`src/rtl/pkt_mem_reader.sv`:
```
// Read side of the packet data memory: fetches one packet's words from a
// 1-cycle-latency read port and streams them onto the pipeline output bus.
//
// state | meaning
// IDLE  | waiting for a packet descriptor
// READ  | issuing memory reads while buffer space allows
// DRAIN | all reads issued, emptying the output buffer
// ACK   | one-cycle pkt_ack pulse, packet counter bump
module pkt_mem_reader #(
  parameter int DATA_WIDTH = 64,
  parameter int CTRL_WIDTH = DATA_WIDTH / 8,
  parameter int ADDR_WIDTH = 8
) (
  input  logic                             clk,
  input  logic                             reset,
  input  logic                             pkt_valid,
  input  logic [ADDR_WIDTH-1:0]            pkt_start_addr,
  input  logic [ADDR_WIDTH-1:0]            pkt_end_addr,
  output logic                             pkt_ack,
  output logic [ADDR_WIDTH-1:0]            mem_rd_addr,
  output logic                             mem_rd_en,
  input  logic [CTRL_WIDTH+DATA_WIDTH-1:0] mem_rd_data,
  output logic [DATA_WIDTH-1:0]            out_data,
  output logic [CTRL_WIDTH-1:0]            out_ctrl,
  output logic                             out_wr,
  input  logic                             out_rdy,
  output logic                             busy,
  output logic [31:0]                      pkt_count
);

  localparam int WORD_W = CTRL_WIDTH + DATA_WIDTH;
  localparam logic [ADDR_WIDTH:0]   REM_ONE  = (ADDR_WIDTH + 1)'(1);
  localparam logic [ADDR_WIDTH-1:0] ADDR_ONE = ADDR_WIDTH'(1);

  typedef enum logic [1:0] {
    S_IDLE,
    S_READ,
    S_DRAIN,
    S_ACK
  } state_t;

  state_t                state;
  logic [ADDR_WIDTH-1:0] rd_ptr;
  logic [ADDR_WIDTH:0]   remaining;
  logic [ADDR_WIDTH-1:0] addr_diff;
  logic                  inflight;
  logic [WORD_W-1:0]     buf_mem [2];
  logic                  buf_wr_sel;
  logic                  buf_rd_sel;
  logic [1:0]            buf_count;
  logic [2:0]            occupancy;
  logic                  issue;

  assign addr_diff = pkt_end_addr - pkt_start_addr;
  assign out_wr    = (buf_count != 2'd0) && out_rdy;

  // Words held plus owed after this cycle's pop; a new read is allowed only
  // if it still fits in the two buffer entries, so a stalled sink never overflows.
  assign occupancy = {1'b0, buf_count} + {2'b00, inflight} - {2'b00, out_wr};
  assign issue     = (state == S_READ) && (remaining != '0) && (occupancy < 3'd2);

  assign mem_rd_en   = issue;
  assign mem_rd_addr = rd_ptr;
  assign {out_ctrl, out_data} = buf_mem[buf_rd_sel];
  assign pkt_ack     = (state == S_ACK);
  assign busy        = (state != S_IDLE);

  always_ff @(posedge clk or posedge reset) begin
    if (reset) begin
      state     <= S_IDLE;
      rd_ptr    <= '0;
      remaining <= '0;
      pkt_count <= '0;
    end else begin
      case (state)
        S_IDLE: begin
          if (pkt_valid) begin
            rd_ptr    <= pkt_start_addr;
            remaining <= {1'b0, addr_diff} + REM_ONE;
            state     <= S_READ;
          end
        end
        S_READ: begin
          if (issue) begin
            rd_ptr    <= rd_ptr + ADDR_ONE;
            remaining <= remaining - REM_ONE;
          end
          if (remaining == '0) begin
            state <= S_DRAIN;
          end
        end
        S_DRAIN: begin
          // Look ahead at this cycle's pop so the ack follows the last word directly.
          if (!inflight && ((buf_count == 2'd0) || ((buf_count == 2'd1) && out_wr))) begin
            state <= S_ACK;
          end
        end
        S_ACK: begin
          pkt_count <= pkt_count + 32'd1;
          state     <= S_IDLE;
        end
        default: state <= S_IDLE;
      endcase
    end
  end

  always_ff @(posedge clk or posedge reset) begin
    if (reset) begin
      inflight   <= 1'b0;
      buf_wr_sel <= 1'b0;
      buf_rd_sel <= 1'b0;
      buf_count  <= 2'd0;
      for (int i = 0; i < 2; i++) begin
        buf_mem[i] <= '0;
      end
    end else begin
      inflight <= issue;
      if (inflight) begin
        buf_mem[buf_wr_sel] <= mem_rd_data;
        buf_wr_sel          <= ~buf_wr_sel;
      end
      if (out_wr) begin
        buf_rd_sel <= ~buf_rd_sel;
      end
      buf_count <= buf_count + {1'b0, inflight} - {1'b0, out_wr};
    end
  end

endmodule
```
`config.mk`:
```
export PLATFORM = sky130hd
export DESIGN_NAME = pkt_mem_reader
export DESIGN_NICKNAME = d
export VERILOG_FILES = /design/src/rtl/pkt_mem_reader.sv
export SDC_FILE = /design/constraint.sdc
export NUM_CORES = 1
export LEC_CHECK = 0
export ABC_CLOCK_PERIOD_IN_PS = 7790
export CORE_MARGIN = 2
export CORE_UTILIZATION = 35
export CTS_BUF_LIST = sky130_fd_sc_hd__clkbuf_8
export DETAILED_ROUTE_END_ITERATION = 6
export GPL_TIMING_DRIVEN = 0
export HOLD_SLACK_MARGIN = 0.05
export PLACE_DENSITY = 0.59
export SLEW_MARGIN = 5
export SYNTH_ARGS = -nofsm -noshare
export SYNTH_HDL_FRONTEND = slang
export SYNTH_SLANG_ARGS = --single-unit
```
`constraint.sdc`:
```
create_clock -name clk -period 7.79 [get_ports clk]
set_clock_uncertainty 0.1 [all_clocks]
set_input_delay 1.558 -clock clk [delete_from_list [all_inputs] [get_ports clk]]
set_output_delay 1.558 -clock clk [all_outputs]
set_load 0.05 [all_outputs]
```
==> impl_metrics.env <==
export IMPL_synth_area_top_cells="dfrtp_1 53%, mux2_2 26%, xnor2_1 2.6%"
export IMPL_hold_slack_ps=381
export IMPL_nets=1068
export IMPL_synth_top_flop_cell="dfrtp_1"
export IMPL_cap_violations=0
export IMPL_route_met3_wl_mm=1.25
export IMPL_final_cell_area_sq_um=12400
export IMPL_crit_type="primary input to primary output"
export IMPL_num_io_pins=208
export IMPL_path_cells="clkdlybuf4s50_1 -> o21a_1 -> ha_1 -> inv_1 -> ha_1 -> fa_1 -> xnor2_1 -> nor3_1 -> clkdlybuf4s50_1"
export IMPL_fmax_ghz=0.168
export IMPL_drtIter0Drc=347
export IMPL_yosys_cell_types_count=56
export IMPL_layout_common_cells="218 x mux2_2, 207 x clkdlybuf4s50_1, 200 x dfrtp_1, 29 x nand2_1, 29 x nand3_1"
export IMPL_clock_latency_ps=460
export IMPL_ctsResizeCount=0
export IMPL_num_rows=60
export IMPL_antenna_found_initial=0
export IMPL_num_vias=6378
export IMPL_grt_pass1_wl_mm=35.0
export IMPL_port_buffers=207
export IMPL_synth_top_area_share_pct=52.7
export IMPL_dieArea_sq_um=28500
export IMPL_first_pass_iters=4
export IMPL_crit_buf_inv=3
export IMPL_grt_pass1_vias=6609
export IMPL_h_tree_depth=4
export IMPL_postRouteAntennaNets=0
export IMPL_min_period_ps=5950
export IMPL_cts_buffers=17
export IMPL_wl_met2_mm=9.93
export IMPL_place_area_sq_um=12000
export IMPL_hold_buffers=0
export IMPL_ff_latch_area_sq_um=5000
export IMPL_synth_async_sr_flop_share_pct=100
export IMPL_drc_errors=0
export IMPL_crit_path_max_incr_delay_ps=890
export IMPL_ys_warn_count=0
export IMPL_critPathSlowestCell="clkdlybuf4s50_1"
export IMPL_die_h_microns=169
export IMPL_routed_via_density=4.87
export IMPL_clock_path_buffers=2
export IMPL_finalCritPeriodShare_pct=76.4
export IMPL_ys_seq_area_share_pct=52.7
export IMPL_fin_setup_tns_ps=0
export IMPL_syn_avg_cell_area_sq_um=13.0
export IMPL_clock_root_buffer="clkbuf_8"
export IMPL_relSlewSlack_pct=55.2
export IMPL_hp_class="flip-flop to flip-flop"
export IMPL_slew_viol_final=0
export IMPL_final_common_cell="mux2_2"
export IMPL_grt_usage_pct=15.5
export IMPL_clock_sinks=200
export IMPL_syn_to_final_growth_pct=31.1
export IMPL_cts_setup_buffers=0
export IMPL_synth_seq_cells=200
export IMPL_syn_nets=841
export IMPL_core_area_sq_um=26800
export IMPL_top_layer="met4"
export IMPL_p_total_mw=5.83
export IMPL_synth_area_sq_um=9490
export IMPL_critPathTopFamily="buffers and inverters"
export IMPL_cp_start_kind="primary input"
export IMPL_dp_final_hpwl_mm=15.5
export IMPL_cellLeakagePower_nw=5.16
export IMPL_met1_length_mm=10.4
export IMPL_finalHoldViolations=0
export IMPL_critPathArrivalTime_ps=4290
export IMPL_wl_per_cell_microns=16.6
export IMPL_multi_input_area_sq_um=4280
export IMPL_fillers=2503
export IMPL_grt_max_degree=111
export IMPL_cp_required_ps=6130
export IMPL_drive_gt1_share_pct=27.7
export IMPL_pwr_density_cell_nw_per_um2=469
export IMPL_end_kind="primary output"
export IMPL_status="finished, final reports clean"
export IMPL_grt_ovfl_total=0
export IMPL_drt_total_wl_mm=21.7
export IMPL_gp_congestion=0.769
export IMPL_path_clk_slew_ps=110
export IMPL_start_util_pct=35.4
export IMPL_peakVddDrop_uv=299
export IMPL_setup_viol=0
export IMPL_synth_top_area_cell="dfrtp_1"
export IMPL_rsz0062_at_grt="no"
export IMPL_cp_max_fo=3
export IMPL_die_w_microns=169
export IMPL_synth_edf_count=0
export IMPL_netlist_instances=729
export IMPL_tightest_slew_ps=672
export IMPL_cts_tree="built"
==> stage by stage <==
step	utilization (%)	setup slack, ps	std cells
after CTS	46.4	1790	1309
after detailed placement	44.9	1800	1278
final	46.4	1840	1310
after floorplan	-	678	729
after global routing	46.4	1660	1309
after global placement	44.7	-2360	1277
==> Yosys cell counts (3+ instances only) <==
| cell type | n |
|---|---|
| o31ai_1 | 4 |
| buf_2 | 3 |
| a21oi_1 | 13 |
| nand3_1 | 29 |
| o22ai_1 | 4 |
| xor2_1 | 12 |
| a21o_1 | 3 |
| ha_1 | 18 |
| clkbuf_1 | 26 |
| o21a_1 | 4 |
| nor3_1 | 9 |
| nand2_1 | 29 |
| xnor2_1 | 28 |
| mux2_2 | 218 |
| dfrtp_1 | 200 |
| nand4_1 | 7 |
| nor2_1 | 17 |
| o21ai_0 | 16 |
| inv_1 | 26 |
| and3_1 | 6 |
| nand2b_1 | 4 |
| a22oi_1 | 5 |
| mux2i_1 | 4 |
==> worst register-to-register path: stages, from the launching register on <==
cell and delay [ps]:
dfrtp_1 440, o21a_1 240, ha_1 280, inv_1 40
ha_1 180, fa_1 370, xnor2_1 180, and4bb_1 250
a21oi_1 510, buf_2 330, a22oi_1 130, o31ai_1 90
==> final timing paths <==
| check | from | end | slack [ps] | cells past startpoint |
|---|---|---|---|---|
| worst min register to register | pkt_count[31] | pkt_count[31] | 380 | 1 |
| worst min-delay path | pkt_count[31] | pkt_count[31] | 380 | 1 |
| worst max-delay path | out_rdy | mem_rd_en | 1840 | 9 |
| min in group asynchronous | reset | buf_mem[119] | 1470 | 2 |
| max in group asynchronous | reset | buf_mem[18] | 5150 | 3 |
| worst max register to register | buf_count[1] | remaining[8] | 4570 | 11 |
==> report_power, final <==
part,switching (mW),total (mW),internal (mW)
sequential,0.253,1.76,1.50
clock,0.432,0.681,0.249
combinational,2.00,3.40,1.40
==> sequential cells by signal (all words and copies together) (netlist names) <==
name,cells
buf_count,2
buf_mem,144
buf_rd_sel,1
buf_wr_sel,1
inflight,1
mem_rd_addr,8
pkt_count,32
remaining,9
state,2
==> area by class of cell <==
class	count	area share (%)
repair buffers	208	16.9
flip-flops and latches	200	40.2
multi-input cells	474	34.4
diodes	1	0.0201
clock inverters	14	1.44
clock buffers	17	1.88
plain buffers	29	0.905
well taps	341	3.43
inverters	26	0.845
==> per-layer routing <==
layer	GRT usage, %	vias to the layer above
met5	0	-
met4	4.05	0
met3	3.88	11
met2	24.9	153
met1	21.0	3144
li1	-	3070
==> kinds of logic (layout without fill, tap and decap cells) <==
kind of cell             after synthesis  in the layout  synth area share (%)
XOR/XNOR                              41             41                  3.86
multiplexers                         222            222                  26.3
flip-flops                           200            200                  52.7
other                                  0              1                     0
buffers and inverters                 55            294                  2.21
adder cells (fa/ha/maj)               20             20                  2.79
AO/OA/AOI/OAI                         64             64                  4.46
AND/OR/NAND/NOR                      127            127                  7.66
Power figures use the tool's default switching activity.
